File: config.mk
export PLATFORM = sky130hd
export DESIGN_NAME = rv_timer_core_mc
export DESIGN_NICKNAME = d
export VERILOG_FILES = /design/src/rtl/rv_timer_mc_pkg.sv /design/src/rtl/rv_timer_cmp_unit.sv /design/src/rtl/rv_timer_core_mc.sv
export SDC_FILE = /design/constraint.sdc
export NUM_CORES = 2
export LEC_CHECK = 0
export BUFFER_PORTS_ARGS = -buffer_cell sky130_fd_sc_hd__buf_2
export CELL_PAD_IN_SITES_DETAIL_PLACEMENT = 0
export CELL_PAD_IN_SITES_GLOBAL_PLACEMENT = 1
export CORE_AREA = 2 2 424 426
export CTS_CLUSTER_DIAMETER = 120
export DETAILED_ROUTE_END_ITERATION = 7
export DIE_AREA = 0 0 426 428
export PLACE_DENSITY_LB_ADDON = 0.15
export SYNTH_ARGS = -nofsm -noshare
export SYNTH_HDL_FRONTEND = slang
export SYNTH_SLANG_ARGS = --single-unit
export TNS_END_PERCENT = 30
File: constraint.sdc
create_clock -name clk_i -period 10.85 [get_ports clk_i]
set_clock_uncertainty 0.1 [all_clocks]
set_input_delay 1.085 -clock clk_i [delete_from_list [all_inputs] [get_ports clk_i]]
set_output_delay 1.085 -clock clk_i [all_outputs]
set_load 0.01 [all_outputs]
File: src/rtl/rv_timer_mc_pkg.sv
// Shared definitions for the multi-hart / multi-comparator timer core.
// Holds the default parameter values and a per-comparator configuration
// struct the register block can use to bundle what it drives into a
// comparator (compare value, auto-reload enable, reload increment).
package rv_timer_mc_pkg;

  localparam int NUM_HARTS_DEF  = 2;
  localparam int NUM_TIMERS_DEF = 2;
  localparam int CNT_W_DEF      = 64;
  localparam int PRESC_W_DEF    = 12;
  localparam int STEP_W_DEF     = 8;

  typedef struct packed {
    logic [CNT_W_DEF-1:0] cmp;
    logic                 periodic;
    logic [CNT_W_DEF-1:0] period;
  } cmp_cfg_t;

endpackage

File: src/rtl/rv_timer_cmp_unit.sv
// Single comparator: compare register, optional periodic auto-reload and
// rising-edge event generation.
// Ports:
//   clk_i, rst_i     clock, synchronous active-high reset
//   mtime_i          current mtime of the owning hart
//   cmp_we_i/wdata   compare register load
//   periodic_i       auto-reload enable
//   period_i         reload increment (0 disables reload)
//   cmp_o            current compare value
//   expired_o        level, mtime >= cmp (unsigned)
//   event_o          one-cycle pulse on rising edge of expired_o
module rv_timer_cmp_unit import rv_timer_mc_pkg::*; #(
  parameter int CntW = CNT_W_DEF
) (
  input  logic            clk_i,
  input  logic            rst_i,
  input  logic [CntW-1:0] mtime_i,
  input  logic            cmp_we_i,
  input  logic [CntW-1:0] cmp_wdata_i,
  input  logic            periodic_i,
  input  logic [CntW-1:0] period_i,
  output logic [CntW-1:0] cmp_o,
  output logic            expired_o,
  output logic            event_o
);

  logic [CntW-1:0] cmp_q, cmp_d;
  logic            expired_q, expired_d;
  logic            expired;

  always_comb begin
    expired   = (mtime_i >= cmp_q);
    cmp_d     = cmp_q;
    expired_d = expired;
    if (cmp_we_i) begin
      cmp_d     = cmp_wdata_i;
      // Clearing the edge history lets a re-arm to an already-passed value
      // still produce an event on the next cycle.
      expired_d = 1'b0;
    end else if (expired && periodic_i && (period_i != '0)) begin
      // One period per cycle; a far-behind cmp catches up while expired
      // stays high, so only one event fires for the whole run.
      cmp_d = cmp_q + period_i;
    end
  end

  always_ff @(posedge clk_i) begin
    if (rst_i) begin
      cmp_q     <= '1;
      expired_q <= 1'b0;
    end else begin
      cmp_q     <= cmp_d;
      expired_q <= expired_d;
    end
  end

  assign cmp_o     = cmp_q;
  assign expired_o = expired;
  assign event_o   = expired & ~expired_q;

endmodule

File: src/rtl/rv_timer_core_mc.sv
// Multi-hart timer core. Each hart owns a prescaler and an mtime counter;
// each hart feeds NumTimers comparator units. Flattened comparator vectors
// are indexed h*NumTimers+t.
// Ports:
//   clk_i, rst_i        clock, synchronous active-high reset
//   active_i            per-hart counter enable
//   prescaler_i/step_i  per-hart tick divider and mtime increment
//   mtime_we_i/wdata_i  per-hart mtime load (wins over tick increment)
//   mtime_o, tick_o     per-hart counter value and tick strobe
//   cmp_*, periodic_i,
//   period_i            per-comparator compare load and auto-reload config
//   cmp_o, expired_o,
//   event_o             per-comparator compare value, level and edge pulse
module rv_timer_core_mc import rv_timer_mc_pkg::*; #(
  parameter int NumHarts  = NUM_HARTS_DEF,
  parameter int NumTimers = NUM_TIMERS_DEF,
  parameter int CntW      = CNT_W_DEF,
  parameter int PrescW    = PRESC_W_DEF,
  parameter int StepW     = STEP_W_DEF
) (
  input  logic                               clk_i,
  input  logic                               rst_i,
  input  logic [NumHarts-1:0]                active_i,
  input  logic [NumHarts*PrescW-1:0]         prescaler_i,
  input  logic [NumHarts*StepW-1:0]          step_i,
  input  logic [NumHarts-1:0]                mtime_we_i,
  input  logic [NumHarts*CntW-1:0]           mtime_wdata_i,
  output logic [NumHarts*CntW-1:0]           mtime_o,
  output logic [NumHarts-1:0]                tick_o,
  input  logic [NumHarts*NumTimers-1:0]      cmp_we_i,
  input  logic [NumHarts*NumTimers*CntW-1:0] cmp_wdata_i,
  output logic [NumHarts*NumTimers*CntW-1:0] cmp_o,
  input  logic [NumHarts*NumTimers-1:0]      periodic_i,
  input  logic [NumHarts*NumTimers*CntW-1:0] period_i,
  output logic [NumHarts*NumTimers-1:0]      expired_o,
  output logic [NumHarts*NumTimers-1:0]      event_o
);

  for (genvar h = 0; h < NumHarts; h++) begin : g_hart
    logic [PrescW-1:0] cnt_q, cnt_d;
    logic [CntW-1:0]   mtime_q, mtime_d;
    logic              tick;

    always_comb begin
      // A prescaler lowered below the running count is not special-cased:
      // the count wraps at 2^PrescW and matches on the way round.
      tick    = active_i[h] && (cnt_q == prescaler_i[h*PrescW +: PrescW]);
      cnt_d   = cnt_q + PrescW'(1);
      if (!active_i[h] || tick) cnt_d = '0;
      mtime_d = mtime_q;
      if (mtime_we_i[h])
        mtime_d = mtime_wdata_i[h*CntW +: CntW];
      else if (tick)
        mtime_d = mtime_q + CntW'(step_i[h*StepW +: StepW]);
    end

    always_ff @(posedge clk_i) begin
      if (rst_i) begin
        cnt_q   <= '0;
        mtime_q <= '0;
      end else begin
        cnt_q   <= cnt_d;
        mtime_q <= mtime_d;
      end
    end

    assign tick_o[h]                = tick;
    assign mtime_o[h*CntW +: CntW] = mtime_q;

    for (genvar t = 0; t < NumTimers; t++) begin : g_tmr
      localparam int Idx = h*NumTimers + t;

      rv_timer_cmp_unit #(.CntW(CntW)) u_cmp (
        .clk_i       (clk_i),
        .rst_i       (rst_i),
        .mtime_i     (mtime_q),
        .cmp_we_i    (cmp_we_i[Idx]),
        .cmp_wdata_i (cmp_wdata_i[Idx*CntW +: CntW]),
        .periodic_i  (periodic_i[Idx]),
        .period_i    (period_i[Idx*CntW +: CntW]),
        .cmp_o       (cmp_o[Idx*CntW +: CntW]),
        .expired_o   (expired_o[Idx]),
        .event_o     (event_o[Idx])
      );
    end
  end

endmodule

==> out/qor.txt <==
Sw frac - 0.393
Clock Sinks - 412
# IOs - 1,088
Combinational fraction of design power - 0.346
Number of global-route vias before repair - 45,856
Int Power - 3.73 mW
Cell Rows - 155
Fmax - 0.177 GHz
Clk Latency, worst-skew pair - 0.73 ns
Reg power frac - 0.300
Number of flops mapped to enable cells by yosys - 0
Actual slew at the worst max-slew pin - 1.25 ns
Gpl congestion - 0.948
Hpwl dp - 204 mm
Worst-case clock buffer depth - 3
Synth async-reset ratio - 0
Status - completed
Post-CTS sizing - 0
Critical path cell sequence - ha_1 -> nand4_1 -> nor3_1 -> a2111oi_0 -> o211ai_1 -> a21oi_1 -> nor3_1 -> a2111oi_0 -> o31ai_2 -> buf_4 -> nor2b_1 -> buf_2
Synthesis-to-layout area growth - 24.0%
CTS hold repair buffers - 0
Max Slew Vio Count - 0
Clk network pwr share - 0.354
Buffers & Inverters on Critical Path - 2
Worst vdd rail ir drop - 0.121 mV
Hold WC Path Type - flop to flop
Final setup violating endpoints - 0
Net Sw Power - 2.41 mW
RSZ-0062 raised after global routing - no
Worst R2R Start - g_hart[0].mtime_q[15]
PwrDens - 120 nW/um^2
Synthesized area - 41,200 um^2
Worst r2r dst - g_hart[0].g_tmr[0].u_cmp.cmp_o[29]
CTS Root Cell - clkbuf_16
Total CTS buffers - 61
Sequential area share after synthesis - 0.200
Drt wl/cell - 27.4 um
Crit path kind - flop to output pin
Yosys warns - 0
CP Capture Type - output pin
CP max stage cell - a2111oi_0
R2r setup slk - 5.83 ns
Syn Area/Cell - 7.48 um^2
Post-CTS setup buffers - 0
Total gr overflow - 0
Die height - 428 um
Final ANT Viol Nets - 0
Die area - 182,000 um^2
Reg2reg path depth - 15
Global-route wire length before repair - 340 mm
IO Port Bufs - 1,087
Core area - 178,000 um^2
1st-iter DRT viols - 2,697
Gr usage total - 0.256
Clock slew at reported path FFs - 0.05 ns
Initial Utilization - 0.232
Critical Path AT - 4.48 ns
Largest net degree at the start of global routing - 133
Worst Path Required - 9.67 ns
Final WL - 243 mm
Synthesized flop and latch total - 412
Worst path depth - 12
Top delay family on crit path - compound AO/OA/AOI/OAI gates
# nets final - 7,663
Crit share post-route - 0.522
Final Total Pwr - 6.14 mW
Crit start category - flop
Cell count after synthesis - 5,509
Min-Delay Path Depth - 1
Final hold vios - 0
DRC violation count after routing - 0
Die Wd - 426 um
Critical Path Max Stage Delay - 0.73 ns
Drt pass-1 iters - 6
Syn nets - 6,735
Main synth FF type - dfxtp_1
MaxCap Viol Count - 0
Share of layout cells above drive strength 1 - 0.199
CTS tree - yes
Slew Limit Headroom - 0.160
Crit path capture - event_o[0]
Final worst setup slack - 5.18 ns
Synth cell types - 90
Pleak - 24.9 nW
Place WS - 5.44 ns
Final setup TNS - 0 ns
DR vias/cell - 5.14
Total number of H-tree levels - 2
Worst-path fanout max - 16
Initial antenna violation count - 84
Via Count - 45,627
Launch point of the worst path - g_hart[0].mtime_q[15]
Min cycle time layout - 5.67 ns
sequential cells by signal, indices dropped and copies added, names as in the netlist:
name / count
g_hart.g_tmr.u_cmp.cmp_o: 256
g_hart.cnt_q: 24
g_hart.g_tmr.u_cmp.expired_q: 4
g_hart.mtime_q: 128
layout by cell type, fill, tap and decap left out, types with 119 or more instances in the layout:
master / instances
nand4_1: 157
dfxtp_1: 412
o211ai_1: 130
o21ai_0: 272
nor2_1: 510
nand2_1: 494
nand3_1: 119
buf_2: 1083
mux2i_1: 174
inv_1: 384
a21oi_1: 529
xor2_1: 152
a21o_1: 272
ha_1: 526
xnor2_1: 224
power groups by stage:
stage          clock (mW)  combinational, mW  sequential (mW)
2_1_floorplan           0               1.29             1.78
3_3_place_gp            0               2.12             1.88
3_5_place_dp            0               2.11             1.88
4_1_cts              2.25               2.12             1.85
5_1_grt              2.28               2.34             1.85
6_report             2.17               2.13             1.84
worst register-to-register path, delay by kind of cell (launching register included):
family / cells / cell delay [ns]
compound gates: 5 / 1.89
fa+ha+maj: 1 / 0.33
buf+inv: 2 / 0.64
flops: 1 / 0.61
mux: 2 / 0.73
simple gates: 5 / 0.67
cell type report:
type                    count  area (um^2)
inverters                 387         1460
repair buffers           1138         5850
multi-input cells        4437        30400
clock inverters            21          293
flip-flops and latches    412         8250
diodes                     35         87.6
well taps                2355         2950
fillers                 19943       127000
clock buffers              87         1770
worst min-delay path by stage:
stage                       startpoint                 end  slack (ns)
floorplan           g_hart[1].cnt_q[0]  g_hart[1].cnt_q[0]        0.34
global placement    g_hart[1].cnt_q[0]  g_hart[1].cnt_q[0]        0.37
detailed placement  g_hart[1].cnt_q[0]  g_hart[1].cnt_q[0]        0.36
CTS                 g_hart[1].cnt_q[0]  g_hart[1].cnt_q[0]        0.38
global route        g_hart[1].cnt_q[0]  g_hart[1].cnt_q[0]        0.41
finish              g_hart[1].cnt_q[0]  g_hart[1].cnt_q[0]        0.38
synth_stat cells (20+ instances only):
| cell type | n | area share |
|---|---|---|
| o22ai_1 | 24 | 0.0036 |
| nor4_1 | 89 | 0.014 |
| o211ai_1 | 130 | 0.024 |
| nand4_1 | 157 | 0.024 |
| o21ai_0 | 272 | 0.033 |
| and3_1 | 59 | 0.0090 |
| or3_1 | 26 | 0.0039 |
| nand3_1 | 119 | 0.014 |
| a31oi_1 | 32 | 0.0049 |
| nand2b_1 | 37 | 0.0056 |
| mux2i_1 | 174 | 0.042 |
| a311oi_1 | 20 | 0.0043 |
| o21bai_1 | 53 | 0.0097 |
| a21o_1 | 272 | 0.050 |
| clkbuf_1 | 220 | 0.020 |
| nand2_1 | 495 | 0.045 |
| xor2_1 | 152 | 0.032 |
| inv_1 | 386 | 0.035 |
| nor3_1 | 74 | 0.0090 |
| o21a_1 | 37 | 0.0067 |
| a211oi_1 | 64 | 0.012 |
| ha_1 | 526 | 0.16 |
| buf_1 | 22 | 0.0020 |
| nor2_1 | 512 | 0.047 |
| xnor2_1 | 224 | 0.048 |
| dfxtp_1 | 412 | 0.20 |
| a221oi_1 | 21 | 0.0045 |
| nor2b_1 | 72 | 0.011 |
| a21oi_1 | 529 | 0.064 |
cells by family after synthesis:
logic type,synth area share
adder cells (fa/ha/maj),0.163
AO/OA/AOI/OAI,0.252
flip-flops,0.200
AND/OR/NAND/NOR,0.198
multiplexers,0.0447
buffers and inverters,0.0624
XOR/XNOR,0.0799
stage by stage:
stage / util / std cells / hold slack [ns] / area [um^2]
final: 0.288 / 8872 / 0.376 / 51100
after detailed placement: 0.275 / 8729 / 0.364 / 48900
after global routing: 0.287 / 8868 / 0.405 / 51100
after CTS: 0.287 / 8837 / 0.377 / 51000
after floorplan: - / 5509 / 0.340 / 41200
after global placement: 0.275 / 8729 / 0.367 / 48900
routing by layer:
layer  part of all wire  GRT usage  vias to the layer above
met3              0.042     0.0328                      401
li1                   -          -                    21818
met5            0.00031          0                        -
met1               0.39      0.287                    22007
met4              0.050      0.126                       12
met2               0.52      0.469                     1389
(Power assumes the default switching activity.)
